[src/rtl/demux_frame_sequencer.sv]
// Purpose : serializes destination-tagged parallel words MSB-first for a 4-way serial demux.
// Latency : first data bit appears on o_ser_out one cycle after the accept edge.
// Backpress: o_in_ready is high only in IDLE; the word is taken on i_in_valid && o_in_ready.
//
// Optional feature: define FRAME_PARITY_EN to append an even-parity bit to every frame.
//
// Ports:
//   i_clk          rising-edge clock
//   i_rst_n        synchronous active-low reset
//   i_in_valid     upstream word valid
//   o_in_ready     block can accept a word this cycle
//   i_in_data      payload word (DATA_W bits)
//   i_in_dest      destination channel 0..3
//   o_sel          select to downstream demux, stable for the whole frame and its guard gap
//   o_ser_out      serial bit to the downstream demux data input
//   o_busy         frame in progress (SHIFT, PARITY or GAP)
//   o_frame_done   one-cycle pulse coincident with the last bit of a frame
//   o_frame_cnt    completed-frame count, 8-bit wrapping
module demux_frame_sequencer #(
    parameter int   DATA_W     = 8,
    parameter int   GAP_CYCLES = 1,
    parameter logic INACTIVE   = 1'b0
) (
    input  logic              i_clk,
    input  logic              i_rst_n,
    input  logic              i_in_valid,
    output logic              o_in_ready,
    input  logic [DATA_W-1:0] i_in_data,
    input  logic [1:0]        i_in_dest,
    output logic [1:0]        o_sel,
    output logic              o_ser_out,
    output logic              o_busy,
    output logic              o_frame_done,
    output logic [7:0]        o_frame_cnt
);

    localparam int CNT_W = $clog2(DATA_W);
    localparam logic [CNT_W-1:0] CNT_LOAD = CNT_W'(DATA_W - 1);
    localparam logic [3:0] GAP_LOAD = (GAP_CYCLES > 0) ? 4'(GAP_CYCLES - 1) : 4'd0;

    localparam logic [1:0] S_IDLE   = 2'd0;
    localparam logic [1:0] S_SHIFT  = 2'd1;
`ifdef FRAME_PARITY_EN
    localparam logic [1:0] S_PARITY = 2'd2;
`endif
    localparam logic [1:0] S_GAP    = 2'd3;

    logic [1:0]        r_state;
    logic [DATA_W-1:0] r_shift;
    logic [CNT_W-1:0]  r_bit_cnt;
    logic [3:0]        r_gap_cnt;
    logic [1:0]        r_sel;
    logic              r_ser;
    logic              r_ready;
    logic              r_busy;
    logic              r_done;
    logic [7:0]        r_frame_cnt;
`ifdef FRAME_PARITY_EN
    logic              r_parity;
`endif

    wire w_accept   = i_in_valid && r_ready;
    wire w_last_bit = (r_bit_cnt == '0);

    // Outputs are registered and always reflect the current state, so every
    // value below is prepared one edge ahead of the cycle it describes.
    always_ff @(posedge i_clk) begin
        if (!i_rst_n) begin
            r_state     <= S_IDLE;
            r_shift     <= '0;
            r_bit_cnt   <= '0;
            r_gap_cnt   <= '0;
            r_sel       <= 2'b00;
            r_ser       <= INACTIVE;
            r_ready     <= 1'b1;
            r_busy      <= 1'b0;
            r_done      <= 1'b0;
            r_frame_cnt <= 8'd0;
`ifdef FRAME_PARITY_EN
            r_parity    <= 1'b0;
`endif
        end else begin
            r_done <= 1'b0;
            case (r_state)
                S_IDLE: begin
                    if (w_accept) begin
                        r_state   <= S_SHIFT;
                        r_sel     <= i_in_dest;
                        // MSB goes straight to the output register; the rest
                        // waits in the shift register.
                        r_ser     <= i_in_data[DATA_W-1];
                        r_shift   <= {i_in_data[DATA_W-2:0], 1'b0};
                        r_bit_cnt <= CNT_LOAD;
                        r_ready   <= 1'b0;
                        r_busy    <= 1'b1;
`ifdef FRAME_PARITY_EN
                        r_parity  <= ^i_in_data;
`endif
                    end
                end

                S_SHIFT: begin
                    if (!w_last_bit) begin
                        r_ser     <= r_shift[DATA_W-1];
                        r_shift   <= {r_shift[DATA_W-2:0], 1'b0};
                        r_bit_cnt <= r_bit_cnt - 1'b1;
`ifndef FRAME_PARITY_EN
                        // Next cycle shows the last data bit: pulse done with it.
                        if (r_bit_cnt == CNT_W'(1)) begin
                            r_done      <= 1'b1;
                            r_frame_cnt <= r_frame_cnt + 8'd1;
                        end
`endif
                    end else begin
`ifdef FRAME_PARITY_EN
                        r_state     <= S_PARITY;
                        r_ser       <= r_parity;
                        r_done      <= 1'b1;
                        r_frame_cnt <= r_frame_cnt + 8'd1;
`else
                        r_ser <= INACTIVE;
                        if (GAP_CYCLES > 0) begin
                            r_state   <= S_GAP;
                            r_gap_cnt <= GAP_LOAD;
                        end else begin
                            r_state <= S_IDLE;
                            r_ready <= 1'b1;
                            r_busy  <= 1'b0;
                        end
`endif
                    end
                end

`ifdef FRAME_PARITY_EN
                S_PARITY: begin
                    r_ser <= INACTIVE;
                    if (GAP_CYCLES > 0) begin
                        r_state   <= S_GAP;
                        r_gap_cnt <= GAP_LOAD;
                    end else begin
                        r_state <= S_IDLE;
                        r_ready <= 1'b1;
                        r_busy  <= 1'b0;
                    end
                end
`endif

                S_GAP: begin
                    r_ser <= INACTIVE;
                    if (r_gap_cnt == 4'd0) begin
                        r_state <= S_IDLE;
                        r_ready <= 1'b1;
                        r_busy  <= 1'b0;
                    end else begin
                        r_gap_cnt <= r_gap_cnt - 4'd1;
                    end
                end

                default: begin
                    r_state <= S_IDLE;
                    r_ser   <= INACTIVE;
                    r_ready <= 1'b1;
                    r_busy  <= 1'b0;
                end
            endcase
        end
    end

    assign o_in_ready   = r_ready;
    assign o_sel        = r_sel;
    assign o_ser_out    = r_ser;
    assign o_busy       = r_busy;
    assign o_frame_done = r_done;
    assign o_frame_cnt  = r_frame_cnt;

endmodule

[config.mk]
export PLATFORM = sky130hd
export DESIGN_NAME = demux_frame_sequencer
export DESIGN_NICKNAME = d
export VERILOG_FILES = /design/src/rtl/demux_frame_sequencer.sv
export SDC_FILE = /design/constraint.sdc
export NUM_CORES = 1
export LEC_CHECK = 0
export CAP_MARGIN = 20
export CORE_UTILIZATION = 30
export DETAILED_ROUTE_END_ITERATION = 8
export GPL_TIMING_DRIVEN = 0
export HOLD_SLACK_MARGIN = 0.06
export SLEW_MARGIN = 40
export SYNTH_ARGS = -nofsm -noshare
export SYNTH_HDL_FRONTEND = slang
export SYNTH_SLANG_ARGS = --single-unit
[constraint.sdc]
create_clock -name i_clk -period 2.3 [get_ports i_clk]
set_clock_uncertainty 0.05 [all_clocks]
set_input_delay 0.23 -clock i_clk [delete_from_list [all_inputs] [get_ports i_clk]]
set_output_delay 0.23 -clock i_clk [all_outputs]
set_load 0.05 [all_outputs]
# ---- Word-level counts from Yosys, hierarchy flattened
# Cells that the tools add are included.
dict set report word_totals {
  inputBits 13
  wordCells 60
  output_inout_bits 14
  reg_bits 31
}
dict set report op_classes {
  n_addsub 3
  eq_ne 8
  n_reduce_logical 13
  n_mux 23
  n_bitwise 3
}
# cell count
set ops {}
lappend ops {{8-bit two-way mux} 2}
lappend ops {{8-bit case mux with 2 select lines} 1}
lappend ops {{3-bit AND reduction} 5}
lappend ops {{2-bit inequality test (second input constant)} 5}
lappend ops {{8-bit by 1-bit adder with 8-bit output (second input constant)} 1}
lappend ops {{4-bit two-way mux} 2}
lappend ops {{4-bit case mux with 2 select lines} 1}
lappend ops {{1-bit two-way mux} 7}
lappend ops {{2-bit two-way mux} 3}
lappend ops {{3-bit two-way mux} 2}
lappend ops {{1-bit case mux with 3 select lines} 2}
lappend ops {{2-bit case mux with 3 select lines} 1}
lappend ops {{3-bit case mux with 2 select lines} 1}
lappend ops {{4-bit zero test} 1}
lappend ops {{2-bit nonzero test} 2}
lappend ops {{4-bit by 1-bit subtractor with 4-bit output (second input constant)} 1}
lappend ops {{3-bit by 1-bit == test with 1-bit output (second input constant)} 1}
lappend ops {{3-bit zero test} 1}
lappend ops {{1-bit NOT} 3}
lappend ops {{3-bit OR reduction} 1}
lappend ops {{3-bit by 1-bit subtractor with 3-bit output (second input constant)} 1}
lappend ops {{2-bit by 1-bit == test with 1-bit output (second input constant)} 1}
lappend ops {{2-bit == test (second input constant)} 1}
lappend ops {{2-bit zero test} 1}
lappend ops {{3 further kinds} 3}

# ---- Depth between registers and ports, before layout
# Gate-level depths: netlist of the first run.
dict set report logic_depth {
  ltp_word 3
  ltp_mapped 6
  mapped_depth_nobuf 6
}

# ---- Worst setup path after synthesis of the first run
# OpenSTA, ideal clock, no wires.
dict set report synth_timing {
  path_kind {register to register}
  start {register r_frame_cnt[0], in the netlist o_frame_cnt[0]}
  end {register r_frame_cnt[4], in the netlist o_frame_cnt[4]}
  arrival_time_ns 1.676
  n_path_buf 0
  stages_incl_launch_ff 6
  path_slack_ns 0.459
  required_ns 2.135
  setup_ns 0.115
  path_cell_list {dfxtp_1 > ha_1 > nor4bb_1 > nand4_1 > xnor2_1 > and2_1}
}
dict set report synth_between {
  elab_chain_cells 1
}
# element line
set synth_lines {}
lappend synth_lines {{start, declared} 57} ;# logic [7:0] r_frame_cnt;
lappend synth_lines {{start signal, assigned} 111} ;# r_frame_cnt <= r_frame_cnt + 8'd1;
lappend synth_lines {{8-bit by 1-bit adder with 8-bit output} 111}
# Every way passes these cells.
# A chain may end at the register's enable or synchronous reset.

# ---- Worst setup path in the final report of the first run
dict set report layout_timing {
  start {register r_bit_cnt[0]}
  end {register r_shift[5]}
}
dict set report layout_between {
  elab_chain_cells 3
}
# element line
set layout_lines {}
lappend layout_lines {{start, declared} 50} ;# logic [CNT_W-1:0] r_bit_cnt;
lappend layout_lines {{start signal, assigned} 106} ;# r_bit_cnt <= r_bit_cnt - 1'b1;
lappend layout_lines {{3-bit zero test} 63} ;# wire w_last_bit = (r_bit_cnt == '0);
lappend layout_lines {{2-bit inequality test (no source line)} --}
lappend layout_lines {{3-bit AND reduction (no source line)} --}
lappend layout_lines {{end signal, assigned} 92} ;# r_shift <= {i_in_data[DATA_W-2:0], 1'b0};
lappend layout_lines {{end signal, assigned} 105} ;# r_shift <= {r_shift[DATA_W-2:0], 1'b0};
lappend layout_lines {{end, declared} 49} ;# logic [DATA_W-1:0] r_shift;
# Every way passes these cells.

==> results of run 1 <==
sequential cells by signal (all words and copies together) (netlist names), 2 cells and up:
signal	count
o_frame_cnt	8
o_sel	2
r_bit_cnt	3
r_gap_cnt	4
r_shift	7
r_state	2
through the flow:
stage / power (W) / util / hold slack (ns)
2_1_floorplan: 0.000813 / - / 0.325
4_1_cts: 0.00132 / 0.403 / 0.339
5_1_grt: 0.00137 / 0.403 / 0.385
3_5_place_dp: 0.000893 / 0.383 / 0.398
6_report: 0.00130 / 0.403 / 0.332
3_3_place_gp: 0.000892 / 0.383 / 0.392
kinds of logic after synthesis:
family / share of synthesized area
and+or+nand+nor: 0.256
muxes: 0.121
xor gates and xnor gates: 0.0356
DFF: 0.407
adders and majority gates: 0.0424
buffers and inverters: 0.0356
AOI/OAI and AO/OA: 0.103
where the power goes:
| part | internal, W | total (W) | leakage [nW] | switching [W] |
|---|---|---|---|---|
| combinational | 0.000130 | 0.000296 | 0.461 | 0.000166 |
| clock | 0.000241 | 0.000426 | 0.0482 | 0.000185 |
| sequential | 0.000559 | 0.000582 | 0.245 | 0.0000235 |
worst max-delay path: stages, from the launching register on:
cell and delay (ns):
dfxtp_1 0.38, inv_1 0.08, ha_1 0.30, and2b_1 0.26
mux2_2 0.33, nor2_8 0.18, mux2i_1 0.20
placed cells by master (no fill, tap or decap), types with 2 or more instances in the layout:
cell,n
clkbuf_8,6
mux2i_1,10
nor3b_1,2
nor4_1,2
o21a_1,2
buf_2,3
o211a_1,2
o22ai_1,2
a21boi_0,2
o21ai_0,6
nand4_1,4
nand2_1,26
nor2b_1,4
xnor2_1,2
clkbuf_1,5
ha_1,5
clkdlybuf4s50_1,25
and2_1,8
inv_1,6
mux2_2,7
nor2_1,5
o31ai_1,2
nor3_1,2
xor2_1,4
dfxtp_1,30
how the worst max path moves through the flow:
stage	startpoint	endpoint	slack, ns	cells past startpoint
floorplan	o_frame_cnt[0]$_SDFFE_PN0P_	o_frame_cnt[4]$_SDFFE_PN0P_	0.46	5
detailed placement	r_bit_cnt[0]$_SDFFE_PN0P_	r_shift[4]$_SDFFE_PN0P_	0.46	6
finish	r_bit_cnt[0]$_SDFFE_PN0P_	r_shift[5]$_SDFFE_PN0P_	0.46	6
global route	r_bit_cnt[0]$_SDFFE_PN0P_	r_shift[5]$_SDFFE_PN0P_	0.35	6
CTS	r_bit_cnt[0]$_SDFFE_PN0P_	r_shift[5]$_SDFFE_PN0P_	0.45	6
global placement	r_bit_cnt[0]$_SDFFE_PN0P_	r_shift[5]$_SDFFE_PN0P_	0.46	6
per-layer routing:
layer | track usage | wire, um | vias to the layer above
met5 | 0 | 0 | -
met4 | 0.0458 | 40 | 0
met3 | 0.0361 | 118 | 4
met2 | 0.160 | 1190 | 19
met1 | 0.173 | 1470 | 523
li1 | - | - | 611
synth_stat cells (3+ instances only):
| cell type | number |
|---|---|
| nand4_1 | 4 |
| buf_2 | 3 |
| mux2i_1 | 10 |
| clkbuf_1 | 4 |
| inv_1 | 6 |
| and2_1 | 8 |
| dfxtp_1 | 30 |
| nor2b_1 | 4 |
| xor2_1 | 4 |
| ha_1 | 5 |
| mux2_2 | 7 |
| nand2_1 | 26 |
| nor2_1 | 5 |
| o21ai_0 | 6 |
final cells by class:
type	count	area [um^2]
Multi-Input combinational cell	114	823
Clock inverter	1	5.00
Fill cell	511	2820
Inverter	6	22.5
Sequential cell	30	601
Buffer	7	30.0
Tap cell	67	83.8
Clock buffer	7	86.3
Timing Repair Buffer	25	250
==> qor.csv, run 1 <==
metric,value,unit
status,completed,
Synth Area per Inst,9.40,um^2
register area share after synthesis,0.407,
All-Layer GR Usage,0.118,
R2R Setup Slk,0.46,ns
share of the synthesized area in the top cell type,0.407,
RSZ-0062 raised after global routing,false,
max-cap violations,0,
H-tree Lvls,2,
Post-synth EDFFs,0,
RR Startpoint,r_bit_cnt[0]$_SDFFE_PN0P_,
min-delay src,i_rst_n,
worst flop-to-flop path endpoint,r_shift[5]$_SDFFE_PN0P_,
Pins Over Slew Limit,0,
pre-CTS WS,0.464,ns
Crit Path Class,flip-flop to flip-flop,
setup TNS,0,ns
layout net count,207,
CTS max path bufs,2,
max_slew headroom,0.666,
gpl congestion,0.734,
clk sinks,30,
Inserted Diodes,0,
dpl cell area,0.00181,mm^2
Synth Net Count,175,
hold_buf cts,0,
Tcrit/Tclk final,0.802,
instance count of the mapped netlist,157,
Final WS setup,0.456,ns
global-route wire length before repair,4800,um
routed wire length per instance,11.0,um
predominant post-synthesis flop cell,dfxtp_1,
CP Capture Type,flip-flop,
Syn Std Cell Area,0.00148,mm^2
Cell variety after synth,40,
Leakage Power,0.754,nW
R2R cell count,6,
Synth warnings,0,
crit path DAT,2.00,ns
Via density,4.50,
Starting Density,0.313,
Critical Path Source Type,flip-flop,
routed wire length,2820,um
Synth area leaders,"dfxtp_1 (41%), mux2i_1 (6.8%), nand2_1 (6.6%), mux2_2 (5.3%), ha_1 (4.2%)",
Seq cells post-synth,30,
CTS tree,yes,
Post-CTS Resized,0,
I/O pin total,27,
number of global-route vias before repair,1013,
PortBufs,25,
Post-Layout Cell Count,257,
dpl cells,249,
fmax,542,MHz
DP Wirelength,2060,um
largest net degree at the start of global routing,11,
Power Dens Cells,686,mW/mm^2
Die Wd,72.2,um
final setup vio count,0,
Worst-Margin Slew,0.500,ns
worst skew pair latency,0.27,ns
final hold vios,0,
die area,0.00521,mm^2
initial antenna violation count,0,
Num CTS Buffers,5,
Post-CTS Setup Inserts,0,
Routed Antenna Nets,0,
fin area,0.00190,mm^2
layout cell share with drive strength beyond 1,0.116,
"FFs w/ async S/R, synth",0,
global route total overflow,0,
Area Overhead vs Synth,28.8,%
drc violations,0,
Die Ht,72.2,um
Peak VDD IR,0.377,mV
1st-pass router iterations,4,
core area,0.00472,mm^2
Vias,1157,
Critical Path RT,2.46,ns
Synth area leader,dfxtp_1,
Hold Path Sink,o_busy$_SDFFE_PN0P_,
register clock-pin slew on the reported worst setup and hold paths,0.06,ns
hold path depth,3,
Root Buffer,clkbuf_8,
fin crit period,1.84,ns
row count,25,
Tightest Hold Check Type,primary input to flip-flop,
Critical Path Fanout Max,8,
first-iteration detailed-routing DRC count,48,
Note: power is estimated with default switching activity, not from simulation.
==> run 2, diff against run 1 <==
clock period = 1.6 ns   (was 2.3 ns; I/O delays follow)
==> run 2 against run 1 <==
Non-clock buffer count rose by 4; critical endpoint is now r_shift[2]$_SDFFE_PN0P_; worst hold slack got worse by 0.085 ns; first-iteration DRC count fell by 23%; via count rose by 2.1%.
==> qor.csv, run 2 (synthesis gave the netlist of run 1 again) <==
metric,value,unit
status,completed,
switching share of total power,0.296,
H-tree Lvls,2,
max reg flops,8,
Pins Over Slew Limit,0,
most frequent cells in the layout,"nand2_1 (26), dfxtp_1 (25), dlygate4sd2_1 (13), clkdlybuf4s50_1 (11), mux2i_1 (10)",
die area,0.00521,mm^2
Power Dens Cells,992,mW/mm^2
Via density,4.52,
crit path DAT,1.75,ns
I/O pin total,27,
number of global-route vias before repair,1049,
Clk pwr share,0.322,
final setup vio count,0,
Peak VDD IR,0.451,mV
CP max stage cell,dfxtp_2,
initial antenna violation count,0,
DP Wirelength,2070,um
drc violations,0,
Routed Antenna Nets,0,
1st-pass router iterations,4,
routed wire length per instance,11.3,um
global route total overflow,0,
CTS tree,yes,
Starting Density,0.313,
Root Buffer,clkbuf_8,
layout net count,211,
clk sinks,30,
CP Capture Type,flip-flop,
Inserted Diodes,0,
critical-path cell list,inv_2 > ha_4 > and2b_2 > mux2_4 > nor2_8 > mux2i_1,
Crit Path Class,flip-flop to flip-flop,
combinational share of power,0.249,
Critical Path Max Stage Delay,0.35,ns
gpl congestion,0.754,
Tcrit/Tclk final,0.992,
CTS max path bufs,2,
Critical Path Source Type,flip-flop,
max-cap violations,0,
row count,25,
Final WS setup,0.0123,ns
Worst-Margin Slew,0.503,ns
fin crit period,1.59,ns
layout cell share with drive strength beyond 1,0.196,
max_slew headroom,0.664,
final hold vios,0,
Tightest Hold Check Type,primary input to flip-flop,
largest net degree at the start of global routing,11,
Die Wd,72.2,um
core area,0.00472,mm^2
Vias,1181,
Leakage Power,0.855,nW
PortBufs,25,
Die Ht,72.2,um
routed wire length,2940,um
global-route wire length before repair,5010,um
fmax,630,MHz
first-iteration detailed-routing DRC count,37,
fill count,503,
Seq pwr share,0.430,
register clock-pin slew on the reported worst setup and hold paths,0.06,ns
worst skew pair latency,0.28,ns
All-Layer GR Usage,0.127,
Hold WS,0.247,ns
"most common cell after layout, fill and taps aside",nand2_1,
Critical Path Fanout Max,8,
Num CTS Buffers,5,
RSZ-0062 raised after global routing,true,
Psw,0.000577,W
pre-CTS WS,-0.135,ns
Critical Path RT,1.76,ns
cell-internal power,0.00137,W
hold_buf cts,0,
Area Overhead vs Synth,33.1,%
-- run 2: changes by cell type in the layout (fill, tap and decap cells not counted), moves of 2 or more --
cell and delta:
nor4_1 -2, buf_4 +4, dlygate4sd2_1 +13, dfxtp_1 -5, inv_1 -2, dfxtp_2 +3
nor4_2 +2, dfxtp_4 +2, inv_2 +2, clkdlybuf4s50_1 -14
-- run 2: worst max-delay path: cells and delay by family (launching register included) --
kind,cells,cell delay (ns)
DFF,1,0.35
buffers and inverters,1,0.05
adders and majority gates,1,0.16
muxes,2,0.52
and+or+nand+nor,2,0.38
-- run 2: power by group through the flow --
| stage | clock network [W] | logic (W) | registers [W] |
|---|---|---|---|
| 2_1_floorplan | 0 | 0.000294 | 0.000897 |
| 3_3_place_gp | 0 | 0.000455 | 0.000851 |
| 3_5_place_dp | 0 | 0.000458 | 0.000852 |
| 4_1_cts | 0.000651 | 0.000473 | 0.000838 |
| 5_1_grt | 0.000683 | 0.000533 | 0.000846 |
| 6_report | 0.000627 | 0.000485 | 0.000837 |
-- run 2: final timing paths --
kind | startpoint | to | slack [ns] | cells past startpoint
setup / recovery | r_bit_cnt[0]$_SDFFE_PN0P_ | r_shift[2]$_SDFFE_PN0P_ | 0.01 | 6
hold / removal | i_rst_n | o_frame_cnt[6]$_SDFFE_PN0P_ | 0.25 | 3
setup reg to reg | r_bit_cnt[0]$_SDFFE_PN0P_ | r_shift[2]$_SDFFE_PN0P_ | 0.01 | 6
hold reg to reg | r_shift[6]$_SDFFE_PN0P_ | r_shift[6]$_SDFFE_PN0P_ | 0.41 | 2
-- run 2: routing by layer --
metal,global-route usage,part of all wire,vias to the layer above
li1,-,-,615
met1,0.169,0.52,536
met2,0.174,0.41,23
met3,0.0458,0.046,7
met4,0.0763,0.026,0
met5,0,0,-
-- run 2: stage by stage --
step	utilization	power (W)	cells	area, um^2	TNS [ns]
floorplan	-	0.00119	157	1500	0
global placement	0.389	0.00131	249	1840	-0.877
detailed placement	0.389	0.00131	249	1840	-1.03
CTS	0.410	0.00196	260	1940	0
global route	0.416	0.00206	261	1960	-0.286
finish	0.416	0.00195	261	1960	0
-- run 2: final cells by class --
| type | count | area [um^2] | area share |
|---|---|---|---|
| clock inverter | 1 | 5.00 | 0.00255 |
| inverter | 6 | 22.5 | 0.0115 |
| sequential | 30 | 612 | 0.311 |
| multi-input combinational | 114 | 858 | 0.437 |
| clock buffer | 7 | 86.3 | 0.0439 |
| buffer | 7 | 30.0 | 0.0153 |
| tap | 67 | 83.8 | 0.0427 |
| timing repair buffer | 29 | 267 | 0.136 |
-- run 2: repair_timing --
| item | 4_1_cts | 5_1_grt |
|---|---|---|
| cloned | 0 | 0 |
| pin swaps | 2 | 0 |
| setup buffers | 3 | 1 |
| setup endpoints to repair | 25 | 15 |
| resized for setup | 16 | 5 |
